<file path="config.mk">
export PLATFORM = sky130hd
export DESIGN_NAME = hazard3_fetch_hw_buf
export DESIGN_NICKNAME = d
export VERILOG_FILES = /design/src/rtl/hazard3_fetch_hw_buf.sv
export SDC_FILE = /design/constraint.sdc
export NUM_CORES = 1
export LEC_CHECK = 0
export BUFFER_PORTS_ARGS = -buffer_cell sky130_fd_sc_hd__buf_2
export CORE_MARGIN = 2
export CORE_UTILIZATION = 50
export DETAILED_ROUTE_END_ITERATION = 8
export PLACE_DENSITY = 0.7
export SKIP_LAST_GASP = 1
export SLEW_MARGIN = 20
export SYNTH_ARGS = -nofsm -noshare
export SYNTH_HDL_FRONTEND = slang
export SYNTH_SLANG_ARGS = --single-unit
</file>
<file path="constraint.sdc">
create_clock -name clk -period 3.1 [get_ports clk]
set_input_delay 0 -clock clk [delete_from_list [all_inputs] [get_ports clk]]
set_output_delay 0 -clock clk [all_outputs]
set_load 0.01 [all_outputs]
</file>
<file path="src/rtl/hazard3_fetch_hw_buf.sv">
// Halfword prefetch buffer between the 32-bit fetch bus and the decompressor.
// Words are split into halfwords and queued in FIFO order; the two oldest
// halfwords are presented on cir. A flush drops everything and may mark the
// low half of the next fetched word as skipped (jump to an odd halfword).
module hazard3_fetch_hw_buf #(
    parameter int DEPTH_HW = 6
) (
    input  logic        clk,
    input  logic        rst_n,
    input  logic        fetch_vld,
    input  logic [31:0] fetch_data,
    output logic        fetch_rdy,
    input  logic        flush,
    input  logic        flush_addr1,
    output logic [31:0] cir,
    output logic [1:0]  cir_vld,
    input  logic [1:0]  cir_use,
    output logic [3:0]  level
);

    localparam int             PW       = $clog2(DEPTH_HW);
    localparam logic [3:0]     WR_LIMIT = 4'(DEPTH_HW - 2);
    localparam logic [PW:0]    DEPTH_P  = (PW + 1)'(DEPTH_HW);

    // Pointer advance modulo DEPTH_HW (depth need not be a power of two).
    function automatic logic [PW-1:0] ptr_add(input logic [PW-1:0] ptr, input logic [1:0] n);
        logic [PW:0] sum;
        sum = {1'b0, ptr} + {{(PW - 1){1'b0}}, n};
        if (sum >= DEPTH_P)
            sum = sum - DEPTH_P;
        return sum[PW-1:0];
    endfunction

    logic [15:0]   mem [DEPTH_HW];
    logic [PW-1:0] rd_ptr;
    logic [PW-1:0] wr_ptr;
    logic [3:0]    level_q;
    logic          skip_lo;
    logic          accept;
    logic [1:0]    vld_cnt;
    logic [1:0]    n_wr;
    logic [1:0]    n_rd;

    // Handshake and per-cycle write/remove counts; only registered level gates ready.
    always_comb begin
        fetch_rdy = (level_q <= WR_LIMIT) && !flush;
        accept    = fetch_vld && fetch_rdy;
        vld_cnt   = (level_q >= 4'd2) ? 2'd2 : level_q[1:0];
        n_wr      = accept ? (skip_lo ? 2'd1 : 2'd2) : 2'd0;
        // Over-consumption is clamped to what is actually visible.
        n_rd      = flush ? 2'd0 : ((cir_use > vld_cnt) ? vld_cnt : cir_use);
    end

    // Occupancy, pointers and the skip-low-half flag.
    always_ff @(posedge clk or negedge rst_n) begin
        if (!rst_n) begin
            level_q <= 4'd0;
            rd_ptr  <= '0;
            wr_ptr  <= '0;
            skip_lo <= 1'b0;
        end else if (flush) begin
            level_q <= 4'd0;
            rd_ptr  <= '0;
            wr_ptr  <= '0;
            skip_lo <= flush_addr1;
        end else begin
            level_q <= level_q + {2'b00, n_wr} - {2'b00, n_rd};
            rd_ptr  <= ptr_add(rd_ptr, n_rd);
            wr_ptr  <= ptr_add(wr_ptr, n_wr);
            if (accept)
                skip_lo <= 1'b0;
        end
    end

    // Halfword storage; contents are don't-care while level says empty.
    always_ff @(posedge clk) begin
        if (accept) begin
            if (skip_lo) begin
                mem[wr_ptr] <= fetch_data[31:16];
            end else begin
                mem[wr_ptr]                <= fetch_data[15:0];
                mem[ptr_add(wr_ptr, 2'd1)] <= fetch_data[31:16];
            end
        end
    end

    // Present the two oldest halfwords, zeroing lanes that hold nothing valid.
    always_comb begin
        cir[15:0]  = (level_q != 4'd0) ? mem[rd_ptr] : 16'h0000;
        cir[31:16] = (level_q >= 4'd2) ? mem[ptr_add(rd_ptr, 2'd1)] : 16'h0000;
        cir_vld    = vld_cnt;
        level      = level_q;
    end

`ifdef HAZARD3_ASSERTIONS
    // The decoder must never consume more halfwords than are visible.
    always @(posedge clk) begin
        if (rst_n && !flush)
            assert (cir_use <= cir_vld);
    end
`endif

endmodule

</file>
# Word-level counts from Yosys, hierarchy flattened
# Memories as Yosys holds them, arrays and structs flattened.
# Cells that the tools add are included.
# classes
n_addsub	10
order_cmp	7
muxes	25
bitwise	1
n_reduce_logical	5
# op_table
op	n
two-way mux 16 bit	3
two-way mux 3 bit	8
>= comparator 4 x 3 -> 1 bit, second input constant	4
subtractor 3 bit, second input constant	4
two-way mux 2 bit	5
adder 3 x 1 -> 4 bit, second input constant	2
adder 3 x 2 -> 4 bit	2
two-way mux 1 bit	8
adder 4 x 2 -> 4 bit	1
>= comparator 4 x 2 -> 1 bit, second input constant	1
less-or-equal comparator 4 x 3 -> 1 bit, second input constant	1
two-way mux 4 bit	1
nonzero test 4 bit	1
subtractor 4 x 2 -> 4 bit	1
> comparator 2 bit	1
logical AND 1 bit	2
nonzero test 2 bit	1
logical NOT 1 bit	1
bitwise OR 1 bit	1
# totals
regBits	11
ramBits	96
out_inout_bits	39
word_cells	53
memories	1
# mem_list
name	depth	width	read_ports	rd_ports_with_merged_regs	write_ports	line_no	text
mem	6	16	2	0	2	34	logic [15:0] mem [DEPTH_HW];

# Logic depth before layout (Yosys ltp)
# logic_depth
word_depth	9
mapped_depth	16
mapped_depth_nobuf	14

# Worst setup path before layout
# OpenSTA, ideal clock, no wires.
# synth_timing
path_kind	reg2reg
start	reg level_q[2] (netlist: level[2])
end	reg level_q[3] (netlist: level[3])
setup_ns	0.132
t_arrival_ns	2.944
required_ns	2.968
setup_slack_ns	0.024
path_stages_with_launch	15
n_path_buf	2
cell_sequence	dfrtp_1 inv_1 ha_1 nor2b_1 clkbuf_1 buf_1 inv_1 ha_1 nand2_1 fa_1 ha_1 a21o_1 a21oi_1 xnor2_1 nor2_1
# synth_via
elab_chain_cells	7
elab_cells_between_ends	12
# synth_rtl
item	line_no	text
start: declaration	37	logic [3:0] level_q;
start signal: assignment	67	level_q <= level_q + {2'b00, n_wr} - {2'b00, n_rd};
less-or-equal comparator 4 x 3 -> 1 bit / >= comparator 4 x 2 -> 1 bit (equally long branches)	46, 48	
logical AND 1 bit / two-way mux 2 bit (equally long branches)	46, 48	
logical AND 1 bit / > comparator 2 bit (equally long branches)	47, 51	
two-way mux 2 bit (on tied branches)	49, 51	
adder 4 x 2 -> 4 bit / two-way mux 2 bit (equally long branches)	67, 51	
subtractor 4 x 2 -> 4 bit *	67	
two-way mux 4 bit *	61	end else if (flush) begin
# Mark *: on every way between the ends. The rest lies on a longest branch, timed or not.
# A chain may end at the register's enable or synchronous reset.

# Final worst setup path
# layout_timing
start	reg rd_ptr[0]
end	out cir[25]
# layout_via
elab_chain_cells	5
elab_cells_between_ends	6
# layout_rtl
item	line_no	text
start: declaration	35	logic [PW-1:0] rd_ptr;
start signal: assignment	68	rd_ptr <= ptr_add(rd_ptr, n_rd);
adder 3 x 1 -> 4 bit *	28	sum = {1'b0, ptr} + {{(PW - 1){1'b0}}, n};
>= comparator 4 x 3 -> 1 bit / subtractor 3 bit (equally long branches)	29, 30	
two-way mux 3 bit *	29	if (sum >= DEPTH_P)
memory read (6 x 16 bit) *	--	
two-way mux 16 bit *	90	cir[31:16] = (level_q >= 4'd2) ? mem[ptr_add(rd_ptr, 2'd1)] : 16'h0000;
end: declaration	15	output logic [31:0] cir,
# Marked as above.

==> out/results.tsv <==
metric	value	unit
# setup viols final	0	
Root Buffer	clkbuf_16	
end of the worst hold path	wr_ptr[1]$_DFF_PN0_	
Cells after Synth	710	
Inst Count DP	968	
internal power	4.01	mW
flop-to-flop setup slack	0.23	ns
Arr. time, crit path	2.91	ns
Critical Path Sink Type	output pin	
Synth Register Bits	107	
area growth from synthesis to layout	11.8	%
first-pass GRT wire length	38000	um
post-layout util	57.1	%
fill count	1298	
Vias	6890	
P_sw	3.11	mW
nets@finish	826	
CP Data Required Time	3.10	ns
Post-synth top flop	edfxtp_1	
mean post-synth cell area	11.4	um2
pin count of the biggest net entering global routing	53	
power density cells	787	nW/um2
worst min-delay path category	input pin to flop	
maximum VDD drop	570	uV
CTS Sinks	107	
Post-Layout Cell Count	989	
most numerous cell in the Yosys netlist	edfxtp_1	
Min-Delay Path Depth	2	
placed cell area	8680	um2
Vias/cell	6.97	
Max clock buf depth	2	
syn nets	768	
period utilisation layout	93.8	%
Worst R2R Start	level[2]$_DFF_PN0_	
status	finished, final reports clean	
Distinct cells, synth	62	
post-detailed-route count of antenna-violating nets	0	
Synth Cell Area	8090	um2
Clk pwr share	16.4	%
DRC viols	0	
CTS H-Tree Depth	3	
hold violation total from the final report	0	
number of flops mapped to enable cells by yosys	96	
Reg2Reg Depth	14	
CP max FO	14	
hpwl dp	15700	um
sequential-to-total area share from yosys stat	39.0	%
WL per Instance	24.8	um
RSZ-0062 raised after global routing	false	
initial antenna violation count	0	
leakage	3.36	nW
Worst Tran Pin Value	1.06	ns
die area	17200	um2
IO Port Bufs	77	
Slew headroom	28.9	%
Clock Latency Late Sink	0.35	ns
final slew viol count	0	
Yosys top cell area share	35.6	%
Row Count	46	
Max Freq	344	MHz
Initial DRC Count	836	
start point of the worst hold path	flush	
gpl congestion	0.896	
clock transition at the registers of the reported paths	0.07	ns
CP Class	flop to output pin	
GRT Overall Usage	27.8	%
total I/O pin count	78	
Die Width	131	um
final setup TNS	0	ns
CP Launch Type	flop	
Synth area leader	edfxtp_1	
total iterations of the first detailed-routing run	6	
fraction of registers with async set/reset	10.3	%
final wirelength	24500	um
diode count	0	
Critical Path Start	rd_ptr[0]$_DFF_PN0_	
Final Skew	0.00914	ns
Reg2Reg Capture Point	rd_ptr[2]$_DFF_PN0_	
core area	15800	um2
sequential fraction of design power	26.1	%
number of warnings issued by yosys	0	
switch share	43.7	%
Comb pwr share	57.5	%
minimum clock period	2.91	ns
max_cap viols	0	
Initial Util	51.1	%
vias in the first global route	6749	
CTS tree	built	
total CTS buffers	9	
fraction of layout cells with a size suffix above 1	33.8	%
fin area	9040	um2
synth cell count leaders	edfxtp_1, mux2_2, a221oi_1, nor2_1, mux2i_1	
Synth area leaders	edfxtp_1, mux2_2, a221oi_1, mux4_2, mux2i_1	
remaining global-route overflow	0	
Die Ht	131	um
-- state kept, by name (all words and copies together) (netlist names) --
name,count
level,4
mem,96
rd_ptr,3
skip_lo,1
wr_ptr,3
-- cells in the final DEF (no fill, tap or decap), types with 5 or more instances in the layout --
| cell type | count |
|---|---|
| buf_2 | 77 |
| o211ai_1 | 14 |
| nor2_1 | 48 |
| a221oi_1 | 58 |
| buf_4 | 28 |
| nand2_1 | 28 |
| xnor2_1 | 5 |
| o211a_1 | 14 |
| mux2i_1 | 38 |
| nor2b_1 | 5 |
| clkbuf_16 | 9 |
| edfxtp_1 | 96 |
| mux4_2 | 17 |
| dfrtp_1 | 8 |
| o21ai_0 | 16 |
| a211oi_1 | 16 |
| inv_1 | 19 |
| mux2_2 | 88 |
| a22o_1 | 28 |
| ha_1 | 14 |
| a21oi_1 | 24 |
| nand3_1 | 22 |
| a22oi_1 | 14 |
| mux2_4 | 10 |
-- worst max path at each step --
stage,to,slack [ns],cells after the start
global route,rd_ptr[2]$_DFF_PN0_,0.09,14
detailed placement,cir[27],0.21,7
floorplan,level[3]$_DFF_PN0_,0.02,14
finish,cir[25],0.19,7
CTS,cir[31],0.04,8
global placement,cir[28],0.28,7
-- timing repair --
item | 4_1_cts | 5_1_grt
cloned | 0 | 1
setup buffers | 0 | 2
hold endpoints to repair | 12 | 0
hold buffers | 2 | 0
pin swaps | 0 | 1
gates resized for setup | 1 | 4
endpoints found under the setup margin | 14 | 14
-- stage by stage --
| stage | total power [mW] | hold slack [ns] | worst slack [ns] |
|---|---|---|---|
| 6_report | 7.11 | 0.0125 | 0.191 |
| 3_3_place_gp | 5.74 | -0.109 | 0.281 |
| 2_1_floorplan | 4.51 | -0.296 | 0.0244 |
| 3_5_place_dp | 5.82 | -0.107 | 0.207 |
| 4_1_cts | 6.98 | 0.00529 | 0.0435 |
| 5_1_grt | 7.44 | 0.0251 | 0.0913 |
-- critical path, cell delays in order (launching register included) --
cell,delay (ns)
dfrtp_2,0.49
ha_2,0.42
nor2b_2,0.79
a22o_1,0.26
a221oi_1,0.08
o211ai_1,0.23
o211a_1,0.17
buf_2,0.13
-- logic make-up after synthesis --
group / share of synthesized area (%)
flip-flops: 39.0
AND/OR/NAND/NOR: 7.76
multiplexers: 23.5
adder cells (fa/ha/maj): 3.31
XOR/XNOR: 0.851
AO/OA/AOI/OAI: 20.4
buffers and inverters: 5.09
-- final cells by class --
cell class / instances / area (um2) / area share, %
Inverter: 21 / 78.8 / 0.872
Sequential cell: 107 / 3160 / 35.0
Timing Repair Buffer: 109 / 656 / 7.25
Tap cell: 216 / 270 / 2.99
Clock buffer: 10 / 229 / 2.53
Multi-Input combinational cell: 520 / 4580 / 50.7
Clock inverter: 6 / 65.1 / 0.719
-- power groups by stage --
stage | combinational, mW | sequential (mW) | clock [mW]
floorplan | 2.67 | 1.85 | 0
global placement | 3.87 | 1.87 | 0
detailed placement | 3.94 | 1.88 | 0
CTS | 3.98 | 1.85 | 1.16
global route | 4.34 | 1.87 | 1.23
finish | 4.09 | 1.86 | 1.16
-- layer usage --
metal / part of all wire (%) / track usage, %
met1: 41 / 38.0
met2: 47 / 44.4
met3: 8.1 / 4.32
met4: 3.4 / 11.2
met5: 0 / 0
Power figures use the tool's default switching activity.
